### config.mk
export PLATFORM = sky130hd
export DESIGN_NAME = wait_cond_eval
export DESIGN_NICKNAME = d
export VERILOG_FILES = /design/src/rtl/tb_wait_event_pkg.sv /design/src/rtl/wait_cond_eval.sv
export SDC_FILE = /design/constraint.sdc
export NUM_CORES = 1
export LEC_CHECK = 0
export BUFFER_PORTS_ARGS = -buffer_cell sky130_fd_sc_hd__buf_2
export CORE_MARGIN = 2
export CORE_UTILIZATION = 40
export DETAILED_ROUTE_END_ITERATION = 10
export GPL_TIMING_DRIVEN = 0
export HOLD_SLACK_MARGIN = 0.12
export PLACE_DENSITY = 0.74
export RECOVER_POWER = 50
export SLEW_MARGIN = 20
export SYNTH_ARGS = -nofsm -noshare
export SYNTH_HDL_FRONTEND = slang
export SYNTH_SLANG_ARGS = --single-unit
### constraint.sdc
create_clock -name clk -period 3.9 [get_ports clk]
set_input_delay 0.195 -clock clk [delete_from_list [all_inputs] [get_ports clk]]
set_output_delay 0.195 -clock clk [all_outputs]
set_load 0.02 [all_outputs]
### src/rtl/tb_wait_event_pkg.sv
// Shared types for the multi-channel wait-event engine: command modes, completion status, FSM states.
package tb_wait_event_pkg;

    typedef enum logic [1:0] {
        MODE_RISE       = 2'd0,
        MODE_FALL       = 2'd1,
        MODE_ANY_CHANGE = 2'd2,
        MODE_LEVEL_EQ   = 2'd3
    } mode_e;

    typedef enum logic [1:0] {
        STAT_OK      = 2'd0,
        STAT_TIMEOUT = 2'd1,
        STAT_ABORT   = 2'd2,
        STAT_BAD_SEL = 2'd3
    } status_e;

    typedef enum logic [1:0] {
        S_IDLE = 2'd0,
        S_ARM  = 2'd1,
        S_WAIT = 2'd2,
        S_DONE = 2'd3
    } state_e;

endpackage

### src/rtl/wait_cond_eval.sv
// Channel mux, previous-sample register and condition logic; hit is combinational on the current sample.
// No backpressure: prev loads while the parent arms and follows the channel every cycle of the wait.
module wait_cond_eval
    import tb_wait_event_pkg::*;
#(
    parameter int G_CH_NB = 5,
    parameter int G_WIDTH = 32,
    parameter int G_SEL_W = 3
) (
    input  logic                            clk,
    input  logic                            rst,
    input  logic [G_CH_NB-1:0][G_WIDTH-1:0] wait_bus,
    input  logic [G_SEL_W-1:0]              sel,
    input  mode_e                           mode,
    input  logic [G_WIDTH-1:0]              mask,
    input  logic [G_WIDTH-1:0]              value,
    input  logic                            load,
    input  logic                            upd,
    output logic                            hit
);

    logic [G_WIDTH-1:0] cur;
    logic [G_WIDTH-1:0] prev;

    // An out-of-range select reads as zero; the parent never arms on one.
    always_comb begin
        cur = '0;
        for (int i = 0; i < G_CH_NB; i++) begin
            if (sel == G_SEL_W'(i)) cur = wait_bus[i];
        end
    end

    always_ff @(posedge clk) begin
        if (rst) begin
            prev <= '0;
        end else if (load || upd) begin
            prev <= cur;
        end
    end

    always_comb begin
        hit = 1'b0;
        case (mode)
            MODE_RISE:       hit = !prev[0] && cur[0];
            MODE_FALL:       hit = prev[0] && !cur[0];
            MODE_ANY_CHANGE: hit = |((prev ^ cur) & mask);
            MODE_LEVEL_EQ:   hit = ((cur & mask) == (value & mask));
            default:         hit = 1'b0;
        endcase
    end

endmodule

==> impl_metrics.toml <==
[outcome]
status = "finished clean"

[setup_path]
r2r-start = "prev[18]"
worstPathRequired_ps = 3700
cp_data_arrival_time_ps = 3400
start_kind = "input pin"
rr_endpoint = "prev[18]"
worstSetupPathType = "input pin to output pin"
crit_start = "sel[1]"
critPathMaxFanout = 10
rr_worst_depth = 2
cp-end-kind = "output pin"
timing.critical_path.to = "hit"
ff2ff_setup_slack_ps = 3010

[yosys]
syn_avg_cell_area_sq_um = 8.325
synth-seq-cells = 32
ys_seq_area_share_pct = 15.97
yosysWarnings = 0
synth_top_area_share_pct = 15.97
ys.flop_type = "dfxtp_1"
synth_area_sq_um = 4013
yosysMostFrequentCell = "xor2_1"
synthArstFlopShare_pct = 0
synth.distinct_cells = 48
synthTopCellsByArea = "dfxtp_1 16%, xor2_1 15%, mux2i_1 9.5%, mux4_2 7.9%, xnor2_1 7.2%"
ys_top_cells_by_count = "67 x xor2_1, 49 x nand2_1, 39 x nor2_1"
synth_nets = 717
synth-edff-count = 0
yosys.area.top_type = "dfxtp_1"
synthCells = 482

[power_and_ir_drop]
irDropWorstVdd_uv = 109.3
finalPower_mw = 1.270
power_leakage_nw = 2.563
p_per_area_nw_per_um2 = 234.4

[timing]
hold_violations = 0
fin_skew_ps = 0
max_freq_ghz = 0.2783
tns_ps = 0
slew_violations = 0
min_period_ps = 3594
post-route-period-util_pct = 92.15
rsz0062_at_grt = "false"
setup_viol = 0
relSlewSlack_pct = 51.95
max_slew.worst_pin.slew_ps = 720.8

[worst_hold_path]
hp-class = "input pin to register"

[finish]
largest_register_ffs = 32
final_cell_area_sq_um = 5416
layout-drive-gt1-share_pct = 37.50
finalCoreUtilization_pct = 55.41
finalNetCount = 955
synthToLayoutAreaGrowth_pct = 34.99
largestRegisters = "prev x32"
multiInputGateArea_sq_um = 3198
register_area_sq_um = 640.6
top_register = "prev"
num-fill-cells = 971

[clocking]
hold_buffers = 0
cts_made_buffers = 5
clk_pin_slew_worst_paths_ps = 80
clockRootBuffer = "clkbuf_8"
cts_tree = "built"
post_cts_buffers = 0
htreeDepth = 2
cts.sinks = 32
clk_latency_ps = 300
post_cts_resized = 0
cts_buffer_depth = 2

[global_route]
antenna_found_initial = 1
grt_max_degree = 11
grt_pass1_vias = 4915
grt_pass1_wl_mm = 26.43
overflow = 0
grtUsageTotal_pct = 31.47

[placed_design]
numPortBuffers = 231
gp_congestion = 0.9827
placed_cell_area_sq_um = 5335
dpl.hpwl_mm = 14.82

[floorplanning]
die_h_microns = 104.2
dieArea_sq_um = 10850
fp.dieW_microns = 104.2
core_area_sq_um = 9774
initial_core_util_pct = 41.05
num_io_pins = 234
num_rows = 36

[drt]
vias = 4924
drt-total-wl_mm = 17.60
drt_iter0_drc = 356
antenna_left = 0
remaining_drc_errors = 0
via_per_inst = 5.766
firstDrtPassIters = 6
wl_per_cell_microns = 20.61

[job]
cap_violations = 0
final cells by class:
class,count,area share (%)
flip-flops and latches,32,11.83
diodes,1,0.04620
repair buffers,231,21.34
clock buffers,6,1.340
inverters,4,0.2772
clock inverters,1,0.09240
plain buffers,29,2.957
well taps,133,3.072
multi-input cells,417,59.04
per-stage QoR:
step	cells	setup WS (ps)	hold slack [ps]
after floorplan	482	799.8	267.1
after global placement	846	223.5	450.7
after detailed placement	846	241.4	453.6
after CTS	853	232.6	134.0
after global routing	854	72.30	146.5
final	854	306.2	135.2
cells in the final DEF (no fill, tap or decap), types with 4 or more instances in the layout:
| cell | n |
|---|---|
| buf_2 | 237 |
| xor2_1 | 67 |
| nand2_1 | 49 |
| nor2_1 | 39 |
| mux2i_1 | 38 |
| xnor2_1 | 33 |
| dfxtp_1 | 32 |
| o22ai_1 | 23 |
| a211oi_1 | 23 |
| a22oi_1 | 21 |
| a21oi_1 | 19 |
| clkbuf_1 | 16 |
| mux4_2 | 14 |
| a311oi_1 | 13 |
| o21ai_0 | 9 |
| a221oi_1 | 6 |
| a31oi_1 | 6 |
| nand3_1 | 5 |
| nand4_1 | 5 |
| a22o_1 | 5 |
| a222oi_1 | 5 |
| clkbuf_8 | 5 |
| nand2b_1 | 4 |
| inv_1 | 4 |
logic make-up after synthesis:
kind of cell | share of synthesized area (%)
adder cells (fa/ha/maj) | 0.6235
AND/OR/NAND/NOR | 13.75
buffers and inverters | 4.334
flip-flops | 15.96
XOR/XNOR | 22.23
multiplexers | 17.34
AO/OA/AOI/OAI | 25.76
power breakdown:
part	total [mW]	internal [mW]	leakage, nW	switching (mW)
clock	0.270	0.122	0.0410	0.148
combinational	0.618	0.291	2.26	0.327
sequential	0.382	0.353	0.265	0.0289
per-layer routing:
metal,up-vias,GRT usage [%],part of all wire (%)
li1,2297,-,-
met3,33,6.328,9.3
met5,-,0,0
met1,2303,39.45,40
met4,0,10.14,2.8
met2,291,54.09,47
how the worst min path moves through the flow:
stage               cells past startpoint  start       to
global route                            2    rst  prev[6]
global placement                        2    rst  prev[7]
floorplan                               1    rst  prev[6]
detailed placement                      2    rst  prev[6]
CTS                                     2    rst  prev[6]
finish                                  2    rst  prev[6]
worst max-delay path: stages:
cell	delay (ps)
buf_2	200
or2_2	140
buf_2	170
buf_1	420
o22ai_1	240
a21oi_1	260
inv_1	70
ha_1	270
nand2b_1	90
nand3_1	110
a31oi_1	160
o2111ai_1	160
a2111oi_4	240
a211oi_1	120
or3_1	370
buf_2	170
Power figures use the tool's default switching activity.
